**src/rtl/dac_drive_ctrl.sv**
```systemverilog
// dac_drive_ctrl: slew-limited transducer drive level written to a 12-bit SPI DAC
// Ports:
//   clk, rst            system clock (rising edge), asynchronous active-high reset
//   cmd_valid           decoder valid; only its rising edge is acted on
//   on, off             enable drive / disable drive and ramp to 0 (off wins)
//   increase, decrease  move target by amount (both set: target unchanged)
//   amount              adjustment magnitude, zero-extended into level arithmetic
//   level               current drive level, the last value sent to the DAC
//   enabled             drive enabled flag
//   busy                frame in flight or level not yet at effective target
//   dac_cs_n            DAC chip select, active low
//   dac_sclk            DAC serial clock, idle low
//   dac_mosi            DAC data, MSB first, changes on SCLK falling edges
//   frame_done          one-cycle pulse in the cycle chip select returns high
module dac_drive_ctrl #(
    parameter int AMT_W     = 8,
    parameter int LEVEL_W   = 12,
    parameter int MAX_LEVEL = 4095,
    parameter int STEP_DIV  = 1000,
    parameter int SCLK_DIV  = 4
) (
    input  logic               clk,
    input  logic               rst,
    input  logic               cmd_valid,
    input  logic               on,
    input  logic               off,
    input  logic               increase,
    input  logic               decrease,
    input  logic [AMT_W-1:0]   amount,
    output logic [LEVEL_W-1:0] level,
    output logic               enabled,
    output logic               busy,
    output logic               dac_cs_n,
    output logic               dac_sclk,
    output logic               dac_mosi,
    output logic               frame_done
);
    localparam int TW = LEVEL_W + 1;
    localparam int FW = LEVEL_W + 4;
    localparam int CW = $clog2(STEP_DIV);
    localparam int DW = SCLK_DIV > 1 ? $clog2(SCLK_DIV) : 1;
    localparam int BW = $clog2(FW);

    typedef enum logic [1:0] {S_IDLE, S_LOAD, S_SHIFT, S_END} state_t;

    state_t             state_q;
    logic [LEVEL_W-1:0] level_q, target_q, target_d, eff, lvl_nx;
    logic               enabled_q, enabled_d, cmd_valid_q, tick_pend_q, tick_pend_d;
    logic               accept, tick, go, div_end;
    logic [TW-1:0]      amt_x, sum, dif;
    logic [CW-1:0]      cnt_q;
    logic [DW-1:0]      div_q;
    logic [BW-1:0]      falls_q;
    logic [FW-1:0]      frame_w;
    logic [FW-2:0]      shift_q;
    logic               cs_n_q, sclk_q, mosi_q, done_q;

    always_comb begin
        // one extra bit so both saturation and borrow are visible
        amt_x = TW'(amount);
        sum = {1'b0, target_q} + amt_x;
        dif = {1'b0, target_q} - amt_x;
        accept = cmd_valid & ~cmd_valid_q;
        enabled_d = enabled_q;
        target_d = target_q;
        if (accept) begin
            if (off) begin
                enabled_d = 1'b0;
                target_d = '0;
            end else begin
                enabled_d = enabled_q | on;
                if (increase & ~decrease)
                    target_d = sum > TW'(MAX_LEVEL) ? LEVEL_W'(MAX_LEVEL) : sum[LEVEL_W-1:0];
                else if (decrease & ~increase)
                    target_d = dif[LEVEL_W] ? '0 : dif[LEVEL_W-1:0];
            end
        end
        eff = enabled_q ? target_q : '0;
        tick = cnt_q == CW'(STEP_DIV - 1);
        go = (tick | tick_pend_q) && state_q == S_IDLE && level_q != eff;
        lvl_nx = level_q < eff ? level_q + 1'b1 : level_q - 1'b1;
        frame_w = {4'b0011, lvl_nx};
        // a tick seen while idle is always consumed, stepped or not
        tick_pend_d = state_q != S_IDLE && (tick | tick_pend_q);
        div_end = div_q == DW'(SCLK_DIV - 1);
    end

    always_ff @(posedge clk or posedge rst) begin
        if (rst) begin
            cmd_valid_q <= 1'b0;
            enabled_q <= 1'b0;
            target_q <= '0;
            tick_pend_q <= 1'b0;
            cnt_q <= '0;
        end else begin
            cmd_valid_q <= cmd_valid;
            enabled_q <= enabled_d;
            target_q <= target_d;
            tick_pend_q <= tick_pend_d;
            cnt_q <= tick ? '0 : cnt_q + 1'b1;
        end
    end

    // level and the frame outputs share one register stage so the new level
    // and the falling chip select appear in the same cycle
    always_ff @(posedge clk or posedge rst) begin
        if (rst) begin
            state_q <= S_IDLE;
            level_q <= '0;
            shift_q <= '0;
            div_q <= '0;
            falls_q <= '0;
            cs_n_q <= 1'b1;
            sclk_q <= 1'b0;
            mosi_q <= 1'b0;
            done_q <= 1'b0;
        end else begin
            done_q <= 1'b0;
            case (state_q)
                S_IDLE: if (go) begin
                    level_q <= lvl_nx;
                    shift_q <= frame_w[FW-2:0];
                    mosi_q <= frame_w[FW-1];
                    cs_n_q <= 1'b0;
                    div_q <= '0;
                    state_q <= S_LOAD;
                end
                S_LOAD: if (div_end) begin
                    div_q <= '0;
                    sclk_q <= 1'b1;
                    falls_q <= '0;
                    state_q <= S_SHIFT;
                end else div_q <= div_q + 1'b1;
                S_SHIFT: if (div_end) begin
                    div_q <= '0;
                    sclk_q <= ~sclk_q;
                    if (sclk_q) begin
                        if (falls_q == BW'(FW - 1)) state_q <= S_END;
                        else begin
                            falls_q <= falls_q + 1'b1;
                            mosi_q <= shift_q[FW-2];
                            shift_q <= {shift_q[FW-3:0], 1'b0};
                        end
                    end
                end else div_q <= div_q + 1'b1;
                S_END: if (div_end) begin
                    cs_n_q <= 1'b1;
                    mosi_q <= 1'b0;
                    done_q <= 1'b1;
                    state_q <= S_IDLE;
                end else div_q <= div_q + 1'b1;
            endcase
        end
    end

    assign level = level_q;
    assign enabled = enabled_q;
    assign busy = state_q != S_IDLE || level_q != eff;
    assign dac_cs_n = cs_n_q;
    assign dac_sclk = sclk_q;
    assign dac_mosi = mosi_q;
    assign frame_done = done_q;
endmodule

```
**config.mk**
```make
export PLATFORM = sky130hd
export DESIGN_NAME = dac_drive_ctrl
export DESIGN_NICKNAME = d
export VERILOG_FILES = /design/src/rtl/dac_drive_ctrl.sv
export SDC_FILE = /design/constraint.sdc
export NUM_CORES = 1
export LEC_CHECK = 0
export BUFFER_PORTS_ARGS = -buffer_cell sky130_fd_sc_hd__buf_4
export CAP_MARGIN = 20
export CORE_ASPECT_RATIO = 0.6
export CORE_MARGIN = 2
export CORE_UTILIZATION = 66
export DETAILED_ROUTE_END_ITERATION = 12
export GPL_ROUTABILITY_DRIVEN = 0
export PLACE_DENSITY = 0.86
export SYNTH_ARGS = -nofsm -noshare
export SYNTH_HDL_FRONTEND = slang
export SYNTH_SLANG_ARGS = --single-unit
```
**constraint.sdc**
```tcl
create_clock -name clk -period 8.7 [get_ports clk]
set_input_delay 1.305 -clock clk [delete_from_list [all_inputs] [get_ports clk]]
set_output_delay 1.305 -clock clk [all_outputs]
set_load 0.05 [all_outputs]
```
Yosys cells after proc, flatten, opt, wreduce, memory -nomap -nowiden
Index checks and enable logic that the tools add are counted.
{ "op_classes": {"add_sub_neg": 7, "order_cmp": 2, "n_eq_ne": 15, "n_mux": 42, "n_bitwise": 9, "n_reduce_logical": 21} }
{ "op_table": {"columns": ["operator", "count"], "rows": [
  ["$mux W12", 7],
  ["$mux W15", 4],
  ["$pmux W15 S2", 1],
  ["$mux W2", 9],
  ["$mux W4", 4],
  ["$ne A2 B2 Y1 const B", 8],
  ["$add A12 B8 Y13", 1],
  ["$gt A13 B12 Y1 const B", 1],
  ["$sub A12 B8 Y13", 1],
  ["$add A12 B1 Y12 const B", 1],
  ["$lt A12 B12 Y1", 1],
  ["$ne A12 B12 Y1", 1],
  ["$reduce_and A6 Y1", 2],
  ["$sub A12 B1 Y12 const B", 1],
  ["$add A10 B1 Y10 const B", 1],
  ["$eq A10 B10 Y1 const B", 1],
  ["$mux W1", 10],
  ["$mux W10", 1],
  ["$reduce_and A5 Y1", 2],
  ["$pmux W2 S4", 1],
  ["$pmux W4 S2", 1],
  ["$reduce_bool A2 Y1", 4],
  ["$eq A2 B2 Y1 const B", 3],
  ["$pmux W2 S3", 1],
  ["other kinds (16)", 29]
]} }
{ "word_totals": {"reg_bits": 64, "input_bits": 15, "output_inout_bits": 18} }

Longest topological paths before layout
Gate-level depths: netlist (run 1).
{ "logic_depth": {"word_depth": 6, "depth_mapped": 15, "ltp_nobuf": 14} }

Worst setup path after synthesis (run 1)
OpenSTA, ideal clock, no wires.
{ "synth_path": {"path_type": "reg2reg", "from": "register enabled_q (netlist: enabled)", "to": "register level_q[11] (netlist: level[11])", "setup_ns": 0.143, "arrival_ns": 3.798, "path_slack_ns": 4.759, "stages_incl_launch_ff": 16, "path_cell_list": "dfrtp_1 > clkbuf_1 > nand2_1 > ha_1 > a21o_1 > nand3_1 > a21oi_1 > a2111o_1 > ha_1 > a21oi_1 > nand4b_1 > a21boi_0 > a41oi_1 > or3_4 > a21o_1 > xnor2_1"} }
{ "synth_via": {"elab_chain_cells": 4, "elab_cells_between_ends": 6} }
{ "synth_lines": {"columns": ["element", "line", "rtl"], "rows": [
  ["from (decl)", "48", "logic enabled_q, enabled_d, cmd_valid_q, tick_pend_q, tick_pend_d;"],
  ["from (signal assigned)", "97", "enabled_q <= enabled_d;"],
  ["$mux W12 (*)", "78", "eff = enabled_q ? target_q : '0;"],
  ["branches (longest 3 deep; another with $lt A12 B12 Y1)", null, null],
  ["to (signal assigned)", "121", "level_q <= lvl_nx;"],
  ["to (decl)", "47", "logic [LEVEL_W-1:0] level_q, target_q, target_d, eff, lvl_nx;"]
]} }
Every way passes the cells marked *.
A chain may end at the register's enable or synchronous reset.

Final worst setup path (run 1)
{ "layout_path": {"from": "register enabled_q (netlist: enabled)", "to": "register shift_q[11]"} }
{ "layout_via": {"elab_chain_cells": 5, "elab_cells_between_ends": 9} }
{ "layout_lines": {"columns": ["element", "line", "rtl"], "rows": [
  ["$mux W12 (*)", "78", null],
  ["$lt A12 B12 Y1 or $ne A12 B12 Y1 (tied branches)", "81, 80", null],
  ["$mux W12 or $logic_and A1 B1 Y1 (tied branches)", "81, 80", null],
  ["$mux W15 or $ne A2 B2 Y1 (tied branches)", null, null],
  ["$pmux W15 S2 or $reduce_and A5 Y1 (tied branches)", null, null],
  ["to (signal assigned)", "122", "shift_q <= frame_w[FW-2:0];"],
  ["to (signal assigned)", "142", "shift_q <= {shift_q[FW-3:0], 1'b0};"],
  ["to (decl)", "55", "logic [FW-2:0] shift_q;"]
]} }
Mark *: on every way between the ends. The rest lies on a longest branch, timed or not. The select of a mux whose other input is x is not followed.

==> reports/results.md, run 1 <==
| Quantity | This run |
| --- | --- |
| Layout fillers | 454 |
| Antenna violations before repair | 0 |
| Clock input transition at the sequential cells of the worst setup and hold paths | 0.05 ns |
| Floorplan die height | 69.6 µm |
| Clock tree from TritonCTS | done |
| Number of flip-flops and latches in the synthesized netlist | 64 |
| Maximum number of pins on one net before global-route repair | 65 |
| I/O pin total | 33 |
| CORE AREA | 0.00682 mm² |
| Number of global-route vias before repair | 4,098 |
| Max rail drop VDD | 186 µV |
| Clock buffers created by TritonCTS | 9 |
| Number of optimization iterations in the first detailed-route pass | 5 |
| CP arrival | 4.42 ns |
| Number of distinct library cells after synthesis | 68 |
| IO buf count | 32 |
| Relative max-transition margin | 33.0% |
| DR iter-0 viols | 461 |
| Number of nets with antenna violations after routing | 0 |
| Master cell of the clock root buffer | clkbuf_16 |
| Crit path buffers/inverters | 0 |
| Initial cell density of the core | 69.5% |
| Syn-to-layout area delta | 13.2% |
| Cell family contributing the most delay on the critical path | compound AO/OA/AOI/OAI gates |
| Highest attainable clock frequency | 240 MHz |
| Final setup violation count | 0 |
| Worst clock skew | 0.00697 ns |
| Number of nets in the finished design | 626 |
| Final Cell Area | 0.00537 mm² |
| Max-slew violations | 0 |
| Horizontal extent of the die | 113 µm |
| CP Class | flip-flop to flip-flop |
| Final Critical Period | 4.17 ns |
| Area of the die | 0.00790 mm² |
| Mean area per synthesized cell | 8.88 µm² |
| Combined area of all synthesized cells | 0.00474 mm² |
| HPWL reported at the end of detailed placement | 9130 µm |
| Synthesized instance count | 534 |
| Yosys warns | 0 |
| H-tree level count | 3 |
| CP Data Required Time | 8.95 ns |
| Crit path capture type | flip-flop |
| EDFF count, synth | 0 |
| Result of the run | completed |
| Max Root-Sink Buffers | 2 |
| Setup total negative slack | 0 ns |
| CP Cell Sequence | nand2_1 -> ha_1 -> a21o_1 -> nand3_1 -> a21oi_1 -> a2111o_1 -> ha_1 -> a21o_1 -> a21oi_1 -> a21boi_0 -> a41oi_1 -> or3_4 -> and4b_1 -> nor3_2 |
| GRT Resource Usage Total | 32.2% |
| Via density per instance | 6.67 |
| Share of layout cells above drive strength 1 | 13.6% |
| Share of async-settable or async-resettable flops after synthesis | 100% |
| Tightest Pin Transition | 0.998 ns |
| Worst hold slack after final layout | 0.471 ns |
| Number of antenna cells inserted | 0 |
| Final count of hold timing violations | 0 |
| Unrepaired setup endpoints after global routing | no |
| Largest fanout on the critical path | 14 |
| Primary flip-flop cell chosen by synthesis mapping | dfrtp_1 |
| Number of cells after detailed placement | 638 |
| Util after Layout | 78.7% |
| Max-Cap Viols | 0 |
| Post-CTS repair timing setup buffer count | 0 |
| Nets in the synthesized netlist | 598 |
| Sequential area share after synthesis | 33.8% |
| Resized Gates After CTS | 0 |
| Number of standard cells in the final layout excluding fillers | 654 |
| Average detailed-routed wire length per instance | 19.0 µm |
| Leakage | 2.49 nW |
| Total via count in the routed design | 4,361 |
| Ratio of total power to cell area | 207 mW/mm² |
| Startpoint type of the worst setup path | flip-flop |
| Clock sink total | 64 |
| HP Class | flip-flop to flip-flop |
| Clock latency on the worst-skew pair | 0.33 ns |
| Grt total ovfl | 0 |
| CTS hold repair buffers | 0 |
| Placement Cell Area | 0.00502 mm² |
| Maximum single-stage delay on the critical path | 0.64 ns |
| DR DRC count | 0 |
| Placement row count | 23 |
| Routed wire length | 12,400 µm |
| Wire length of the first global-routing pass | 20,100 µm |
| Master of the slowest instance on the critical path | a2111o_1 |
| Tcrit/Tclk final | 47.9% |
## through the flow
stage               worst slack [ns]  total power, mW
floorplan                       4.76            0.593
global placement                4.92            0.662
detailed placement              4.73            0.679
CTS                             4.65             1.10
global route                    4.40             1.15
finish                          4.53             1.11
## cell usage after synthesis (all sizes together) (2+ instances only)
cell type,number,share of area [%]
a21o,9,1.4
nand3,17,1.9
and2,2,0.32
buf,6,1.0
o211a,2,0.42
nand4,4,0.53
a211oi,5,0.79
nand2b,9,1.2
a32o,5,1.1
fa,3,1.3
o21bai,4,0.71
o211ai,4,0.74
o31ai,7,1.4
and3,4,0.53
o21a,9,1.4
nor2,34,2.7
a22o,7,1.3
or3,5,0.77
a2111oi,3,0.95
mux2i,2,0.42
nor2b,6,0.79
clkbuf,12,0.95
nor4,3,0.40
a21oi,43,4.5
a41oi,2,0.37
ha,46,12
dfrtp,63,33
or4,2,0.32
mux2,6,1.4
o31a,2,0.37
nor3,11,1.4
nand2,64,5.2
xnor2,20,3.7
o21ai,49,5.5
inv,31,2.5
a31oi,9,1.5
or2,2,0.26
xor2,6,1.1
## cells by family (layout without fill, tap and decap cells)
group                    after synthesis  in the layout  synth area share, %
XOR/XNOR                              26             26                 4.80
AND/OR/NAND/NOR                      166            166                 16.8
AO/OA/AOI/OAI                        171            171                 24.8
buffers and inverters                 50             83                 4.51
flip-flops                            64             64                 33.8
multiplexers                           8              8                 1.85
adder cells (fa/ha/maj)               49             49                 13.4
## placed cells by master (no fill, tap or decap), types with 6 or more instances in the layout
cell type	n
dfrtp_1	63
nand2_1	61
o21ai_0	46
ha_1	46
a21oi_1	43
buf_4	35
nor2_1	34
inv_1	30
xnor2_1	20
nand3_1	16
nor3_1	9
nand2b_1	9
a21o_1	9
o21a_1	9
clkbuf_16	9
a31oi_1	8
a22o_1	7
mux2_2	6
o31ai_1	6
nor2b_1	6
xor2_1	6
## tightest hold or removal path, stage by stage, from the launching register on
cell and delay [ns]:
dfrtp_1 0.34, nand2_1 0.05, nand2_1 0.05
## worst paths after layout
check | to | slack, ns | cells after the start | startpoint
max in group asynchronous | level[4] | 6.96 | 3 | rst
max | shift_q[11] | 4.53 | 14 | enabled
min | shift_q[13] | 0.47 | 2 | shift_q[13]
max reg2reg | shift_q[11] | 4.53 | 14 | enabled
min in group asynchronous | target_q[10] | 1.21 | 3 | rst
min reg2reg | shift_q[13] | 0.47 | 2 | shift_q[13]
## final cells by class
| class | count | area [µm²] | share of cell area (%) |
|---|---|---|---|
| repair buffers | 35 | 263 | 4.90 |
| inverters | 32 | 120 | 2.24 |
| well taps | 87 | 109 | 2.03 |
| multi-input cells | 420 | 2920 | 54.5 |
| clock buffers | 11 | 243 | 4.52 |
| flip-flops and latches | 64 | 1600 | 29.9 |
| clock inverters | 5 | 105 | 1.96 |
## flip-flops by register name (all words and copies together), names as in the netlist
signal / count
dac_cs_n: 1
shift_q: 15
state_q: 2
target_q: 12
enabled: 1
level: 12
dac_mosi: 1
dac_sclk: 1
frame_done: 1
tick_pend_q: 1
falls_q: 4
cmd_valid_q: 1
div_q: 2
cnt_q: 10
## power by group
group	switching (mW)	leakage, nW	internal, mW
Sequential	0.0215	0.867	0.308
Clock	0.129	0.162	0.287
Combinational	0.231	1.46	0.133
Total	0.381	2.49	0.729
## metal layers
layer | part of all wire, % | track usage, % | vias up
met5 | 0 | 0 | -
li1 | - | - | 1980
met4 | 1.8 | 8.54 | 0
met1 | 45 | 47.8 | 2053
met2 | 41 | 45.1 | 290
met3 | 12 | 10.1 | 38
No activity file was read; power rests on OpenSTA's default activity.
==> run 2: changes to the inputs <==
--- a/config.mk
+++ b/config.mk
@@ -9,10 +9,10 @@
 export CAP_MARGIN = 20
 export CORE_ASPECT_RATIO = 0.6
 export CORE_MARGIN = 2
-export CORE_UTILIZATION = 66
+export CORE_UTILIZATION = 61
 export DETAILED_ROUTE_END_ITERATION = 12
 export GPL_ROUTABILITY_DRIVEN = 0
-export PLACE_DENSITY = 0.86
+export PLACE_DENSITY = 0.8
 export SYNTH_ARGS = -nofsm -noshare
 export SYNTH_HDL_FRONTEND = slang
 export SYNTH_SLANG_ARGS = --single-unit
==> constraint.sdc (replaced) <==
create_clock -name clk -period 4.15 [get_ports clk]
set_input_delay 0.6225 -clock clk [delete_from_list [all_inputs] [get_ports clk]]
set_output_delay 0.6225 -clock clk [all_outputs]
set_load 0.05 [all_outputs]
==> run 2 against run 1 <==
  * Core utilization down 6.0 points
  * Global-route usage is 4.0 points lower
  * Sequential cell count did not move
  * Via count down 4.7%
  * Die area rose by 7.8%
  * Wire length decreased by 9.0%
  * Cell count is 3.1% higher
  * Clock skew shrank 0.0020 ns
  * Fmax up 8.3%
  * Combinational power is 100% higher
  * Count of clock-buffer cells in the layout fell by 1
==> reports/results.md, run 2 (synthesis gave the netlist of run 1 again) <==
| Quantity | This run | Delta |
| --- | --- | --- |
| Result of the run | completed | unchanged |
| Critical R2R Launch | enabled | unchanged |
| Ratio of total power to cell area | 408 mW/mm² | was 207 mW/mm² |
| Number of nets with antenna violations after routing | 0 | unchanged |
| Floorplan die height | 72.3 µm | was 69.6 µm |
| Most flop-heavy register | shift_q | unchanged |
| Clock tree from TritonCTS | done | unchanged |
| Tcrit/Tclk final | 92.8% | was 47.9% |
| CP Data Required Time | 4.37 ns | was 8.95 ns |
| Crit path capture type | flip-flop | unchanged |
| Clock sink total | 64 | unchanged |
| Largest fanout on the critical path | 14 | unchanged |
| Share of layout cells above drive strength 1 | 14.4% | was 13.6% |
| Overall power | 2.19 mW | was 1.11 mW |
| Leakage | 2.49 nW | about the same |
| HP Class | input pin to flip-flop | was flip-flop to flip-flop |
| Clock input transition at the sequential cells of the worst setup and hold paths | 0.06 ns | was 0.05 ns |
| Clock latency on the worst-skew pair | 0.33 ns | about the same |
| Number of nets in the finished design | 629 | was 626 |
| Worst clock skew | 0.00499 ns | was 0.00697 ns |
| I/O pin total | 33 | unchanged |
| Grt total ovfl | 0 | unchanged |
| Placement row count | 24 | was 23 |
| Number of optimization iterations in the first detailed-route pass | 6 | was 5 |
| Number of global-route vias before repair | 3,905 | was 4,098 |
| Maximum number of pins on one net before global-route repair | 38 | was 65 |
| Number of antenna cells inserted | 0 | unchanged |
| Routed wire length | 11,300 µm | was 12,400 µm |
| Worst hold slack after final layout | 0.419 ns | was 0.471 ns |
| Most common cell after layout, fill and taps aside | dfrtp_1 | unchanged |
| Syn-to-layout area delta | 13.3% | was 13.2% |
| Relative max-transition margin | 41.9% | was 33.0% |
| Hold path startpoint | cmd_valid | was shift_q[13] |
| Most used cells in the layout excluding fill and tap cells | dfrtp_1 (62), nand2_1 (61), o21ai_0 (46), ha_1 (46), a21oi_1 (43) | was dfrtp_1 (63), nand2_1 (61), o21ai_0 (46), ha_1 (46), a21oi_1 (43) |
| CP arrival | 4.07 ns | was 4.42 ns |
| Startpoint type of the worst setup path | flip-flop | unchanged |
| Max Root-Sink Buffers | 2 | unchanged |
| Max FFs per register | 15 | unchanged |
| Resized Gates After CTS | 0 | unchanged |
| Tightest Pin Transition | 0.863 ns | was 0.998 ns |
| Max-Cap Viols | 0 | unchanged |
| Post-CTS repair timing setup buffer count | 0 | unchanged |
| IO buf count | 32 | unchanged |
| DR DRC count | 0 | unchanged |
| Wire length of the first global-routing pass | 19,100 µm | was 20,100 µm |
| Max rail drop VDD | 271 µV | was 186 µV |
| DR iter-0 viols | 386 | was 461 |
| Setup total negative slack | 0 ns | unchanged |
| HPWL reported at the end of detailed placement | 8580 µm | was 9130 µm |
| GRT Resource Usage Total | 28.2% | was 32.2% |
| Antenna violations before repair | 0 | unchanged |
| CORE AREA | 0.00739 mm² | was 0.00682 mm² |
| Average detailed-routed wire length per instance | 16.8 µm | was 19.0 µm |
| Highest attainable clock frequency | 260 MHz | was 240 MHz |
| Horizontal extent of the die | 118 µm | was 113 µm |
| Clock buffers created by TritonCTS | 9 | unchanged |
| H-tree level count | 3 | unchanged |
| Final Critical Period | 3.85 ns | was 4.17 ns |
| CP Class | flip-flop to flip-flop | unchanged |
| Master cell of the clock root buffer | clkbuf_16 | unchanged |
| Master of the slowest instance on the critical path | a2111o_1 | unchanged |
| CP Cell Sequence | nand2_1 -> ha_1 -> nor2b_1 -> o211ai_2 -> a211oi_1 -> a2111o_1 -> ha_1 -> a21o_1 -> a21oi_1 -> a21boi_0 -> a41oi_1 -> or3_4 -> a21o_1 -> xnor2_1 | was nand2_1 -> ha_1 -> a21o_1 -> nand3_1 -> a21oi_1 -> a2111o_1 -> ha_1 -> a21o_1 -> a21oi_1 -> a21boi_0 -> a41oi_1 -> or3_4 -> and4b_1 -> nor3_2 |
| Via density per instance | 6.17 | was 6.67 |
| Maximum single-stage delay on the critical path | 0.56 ns | was 0.64 ns |
| Unrepaired setup endpoints after global routing | no | unchanged |
| Total via count in the routed design | 4,156 | was 4,361 |
| Final count of hold timing violations | 0 | unchanged |
| Area of the die | 0.00851 mm² | was 0.00790 mm² |
| Initial cell density of the core | 64.2% | was 69.5% |
| CTS hold repair buffers | 0 | unchanged |
| Final setup violation count | 0 | unchanged |
| Launch point of the worst path | enabled | unchanged |
| Max-slew violations | 0 | unchanged |
run 2: report_power, final:
| group | total (mW) | leakage, nW | switching, mW | internal, mW |
|---|---|---|---|---|
| Combinational | 0.745 | 1.47 | 0.461 | 0.284 |
| Clock | 0.768 | 0.145 | 0.285 | 0.483 |
| Sequential | 0.677 | 0.866 | 0.0320 | 0.645 |
run 2: worst max-delay path, delay by kind of cell, from the launching register on:
| kind | cells | cell delay (ns) |
|---|---|---|
| AO/OA/AOI/OAI | 8 | 1.79 |
| adder cells (fa/ha/maj) | 2 | 0.74 |
| AND/OR/NAND/NOR | 3 | 0.60 |
| flip-flops | 1 | 0.49 |
| XOR/XNOR | 1 | 0.12 |
run 2: final timing paths:
kind | depth (start not counted) | end | slack, ns
max | 14 | level[11] | 0.30
min | 1 | cmd_valid_q | 0.42
max reg2reg | 14 | level[11] | 0.30
min reg2reg | 2 | shift_q[13] | 0.47
max in group asynchronous | 3 | dac_cs_n | 2.78
min in group asynchronous | 2 | cnt_q[0] | 0.46
run 2: through the flow:
stage                     util [%]  area, µm²  setup slack (ns)  cells
after floorplan                  -       4740             0.209    534
after global placement        68.5       5060             0.440    658
after detailed placement      68.5       5060             0.256    658
after CTS                     72.7       5370             0.270    674
after global routing          72.7       5370            0.0445    674
final                         72.7       5370             0.297    674
run 2: cell type report:
| cell class | count | area [µm²] |
|---|---|---|
| clock buffers | 10 | 239 |
| clock inverters | 6 | 67.6 |
| fillers | 577 | 2020 |
| inverters | 32 | 120 |
| multi-input cells | 420 | 2920 |
| flip-flops and latches | 64 | 1600 |
| well taps | 104 | 130 |
| repair buffers | 38 | 285 |
run 2: metal layers:
layer  wire length, µm  GRT usage [%]  up-vias  share of wire, %
met5                 0              0        -                 0
met4                63           6.69        0              0.56
met3               954           7.08        9               8.4
met2              4790           41.3      153                42
met1              5510           42.1     2006                49
li1                  -              -     1988                 -
==> run 3: changes to the inputs <==
--- a/config.mk
+++ b/config.mk
@@ -6,13 +6,13 @@
 export NUM_CORES = 1
 export LEC_CHECK = 0
 export BUFFER_PORTS_ARGS = -buffer_cell sky130_fd_sc_hd__buf_4
-export CAP_MARGIN = 20
+export CAP_MARGIN = 0
 export CORE_ASPECT_RATIO = 0.6
 export CORE_MARGIN = 2
 export CORE_UTILIZATION = 61
 export DETAILED_ROUTE_END_ITERATION = 12
 export GPL_ROUTABILITY_DRIVEN = 0
-export PLACE_DENSITY = 0.8
+export PLACE_DENSITY = 0.83
 export SYNTH_ARGS = -nofsm -noshare
 export SYNTH_HDL_FRONTEND = slang
 export SYNTH_SLANG_ARGS = --single-unit
==> run 3 against run 2 <==
  * Combinational power is 3.5% higher
  * First-iteration DRC count is 22% higher
  * Fmax is 3.0% lower
  * Critical path type unchanged
==> reports/results.md, run 3 (synthesis gave the netlist of run 1 again) <==
| Quantity | This run | Delta |
| --- | --- | --- |
| Result of the run | completed | unchanged |
| Min-Delay Endpoint | cmd_valid_q | unchanged |
| Initial cell density of the core | 64.2% | unchanged |
| Clock latency on the worst-skew pair | 0.34 ns | was 0.33 ns |
| HP Class | input pin to flip-flop | unchanged |
| Detailed-routing wirelength on met1 | 5800 µm | was 5510 µm |
| Placement Cell Area | 0.00506 mm² | unchanged |
| Overall power | 2.33 mW | was 2.19 mW |
| Number of antenna cells inserted | 0 | unchanged |
| Largest fanout on the critical path | 14 | unchanged |
| IO buf count | 32 | unchanged |
| Tightest Pin Transition | 1.07 ns | was 0.863 ns |
| Number of standard cells in the final layout excluding fillers | 674 | unchanged |
| Final setup violation count | 0 | unchanged |
| Most used cells in the layout excluding fill and tap cells | dfrtp_1 (62), nand2_1 (61), o21ai_0 (46), ha_1 (46), a21oi_1 (43) | unchanged |
| Max FFs per register | 15 | unchanged |
| Worst clock skew | 0.00586 ns | was 0.00499 ns |
| Placement row count | 24 | unchanged |
| Max-Cap Viols | 0 | unchanged |
| Final count of hold timing violations | 0 | unchanged |
| Maximum number of pins on one net before global-route repair | 40 | was 38 |
| Most common cell after layout, fill and taps aside | dfrtp_1 | unchanged |
| Hold path startpoint | cmd_valid | unchanged |
| Number of nets in the finished design | 629 | unchanged |
| Grt total ovfl | 0 | unchanged |
| Met3 Wirelength | 1310 µm | was 954 µm |
| Area of the die | 0.00851 mm² | unchanged |
| Util after Layout | 73.2% | was 72.7% |
| Leakage | 2.51 nW | was 2.49 nW |
| Most flop-heavy register | shift_q | unchanged |
| CTS hold repair buffers | 0 | unchanged |
| Total via count in the routed design | 4,225 | was 4,156 |
| Clock sink total | 64 | unchanged |
| Setup total negative slack | 0 ns | unchanged |
| Hold-critical path depth | 1 | unchanged |
| Clock input transition at the sequential cells of the worst setup and hold paths | 0.05 ns | was 0.06 ns |
| Via density per instance | 6.27 | was 6.17 |
| Number of nets with antenna violations after routing | 0 | unchanged |
| I/O pin total | 33 | unchanged |
| Number of cells after detailed placement | 658 | unchanged |
| Ratio of total power to cell area | 431 mW/mm² | was 408 mW/mm² |
| Max Root-Sink Buffers | 2 | unchanged |
| Average detailed-routed wire length per instance | 18.5 µm | was 16.8 µm |
| Master of the slowest instance on the critical path | a2111o_2 | was a2111o_1 |
| Horizontal extent of the die | 118 µm | unchanged |
| Tcrit/Tclk final | 95.8% | was 92.8% |
| Floorplan die height | 72.3 µm | unchanged |
| Met2 wirelength from detailed routing | 5190 µm | was 4790 µm |
| CP arrival | 4.24 ns | was 4.07 ns |
| Crit Reg-Reg Endpoint | shift_q[11] | was level[11] |
| DR iter-0 viols | 472 | was 386 |
| CORE AREA | 0.00739 mm² | unchanged |
| Number of optimization iterations in the first detailed-route pass | 5 | was 6 |
| Critical R2R Launch | enabled | unchanged |
| Maximum single-stage delay on the critical path | 0.57 ns | was 0.56 ns |
| Unrepaired setup endpoints after global routing | no | unchanged |
| Syn-to-layout area delta | 14.1% | was 13.3% |
| GRT Resource Usage Total | 31.4% | was 28.2% |
| H-tree level count | 3 | unchanged |
| CP Data Required Time | 4.42 ns | was 4.37 ns |
| Wire length of the first global-routing pass | 20,700 µm | was 19,100 µm |
| Final Critical Period | 3.97 ns | was 3.85 ns |
| Most frequent cell on the critical path | ha_1 |  |
| Final Cell Area | 0.00541 mm² | was 0.00537 mm² |
| CP Class | flip-flop to flip-flop | unchanged |
| Clock buffers created by TritonCTS | 9 | unchanged |
| Max-slew violations | 0 | unchanged |
| R2R Setup Slk | 0.18 ns | was 0.30 ns |
| Crit path capture type | flip-flop | unchanged |
| R2r worst-path depth | 14 | unchanged |
| Highest attainable clock frequency | 252 MHz | was 260 MHz |
| Clock tree from TritonCTS | done | unchanged |
| Master cell of the clock root buffer | clkbuf_16 | unchanged |
| Antenna violations before repair | 0 | unchanged |
| Topmost layer with routed signal wires | met4 | unchanged |
| CP Cell Sequence | nand2_1 -> ha_1 -> nor2b_1 -> o211ai_2 -> a211oi_1 -> a2111o_2 -> ha_1 -> a21o_1 -> a21oi_1 -> a21boi_0 -> a41oi_1 -> or3_4 -> and4b_1 -> nor3_2 | was nand2_1 -> ha_1 -> nor2b_1 -> o211ai_2 -> a211oi_1 -> a2111o_1 -> ha_1 -> a21o_1 -> a21oi_1 -> a21boi_0 -> a41oi_1 -> or3_4 -> a21o_1 -> xnor2_1 |
| Routed wire length | 12,400 µm | was 11,300 µm |
| Number of global-route vias before repair | 4,004 | was 3,905 |
| Max rail drop VDD | 364 µV | was 271 µV |
| HPWL reported at the end of detailed placement | 8830 µm | was 8580 µm |
| DR DRC count | 0 | unchanged |
| Startpoint type of the worst setup path | flip-flop | unchanged |
| Share of layout cells above drive strength 1 | 14.4% | unchanged |
| Relative max-transition margin | 28.3% | was 41.9% |
-- run 3: changes by cell type in the layout (fill, tap and decap cells not counted) --
cell        previous run  this run
inv_6                  1         0
clkinvlp_4             2         0
clkbuf_1               0         1
a2111o_1               1         0
bufinv_16              1         3
a2111o_2               0         1
-- run 3: timing repair --
action | 4_1_cts | 5_1_grt
gates resized for setup | 0 | 2
endpoints found under the setup margin | 0 | 2
buffers inserted | 0 | 0
-- run 3: area by class of cell --
cell class                      instances  area (µm²)
Multi-Input combinational cell        420        2920
Fill cell                             553        1980
Sequential cell                        64        1600
Timing Repair Buffer                   38         285
Clock buffer                           11         243
Tap cell                              104         130
Inverter                               32         120
Clock inverter                          5         104
-- run 3: worst max-delay path: cells and delay by family (launching register included) --
| kind | cells | cell delay, ns |
|---|---|---|
| adder cells (fa/ha/maj) | 2 | 0.77 |
| AO/OA/AOI/OAI | 7 | 1.64 |
| flip-flops | 1 | 0.51 |
| AND/OR/NAND/NOR | 5 | 0.98 |
-- run 3: per-layer routing --
metal,vias up,global-route usage [%]
li1,1997,-
met1,2008,46.8
met2,197,44.3
met3,23,9.91
met4,0,8.17
met5,-,0
-- run 3: power breakdown --
part	leakage, nW	internal, mW	total (mW)	switching (mW)
Combinational	1.47	0.286	0.771	0.485
Sequential	0.866	0.646	0.679	0.0336
Clock	0.170	0.603	0.883	0.281
Total	2.51	1.53	2.33	0.799
-- run 3: how the worst max path moves through the flow --
stage | startpoint | endpoint | slack, ns
after detailed placement | enabled | level[11] | 0.22
final | enabled | shift_q[11] | 0.18
after CTS | enabled | shift_q[11] | 0.10
after global placement | enabled | level[11] | 0.38
after floorplan | enabled | level[11] | 0.21
after global routing | enabled | shift_q[11] | 0.04
-- run 3: per-stage QoR --
step / worst slack (ns) / hold slack [ns]
6_report: 0.176 / 0.412
3_3_place_gp: 0.377 / 0.447
2_1_floorplan: 0.209 / 0.433
3_5_place_dp: 0.219 / 0.470
5_1_grt: 0.0368 / 0.406
4_1_cts: 0.104 / 0.405
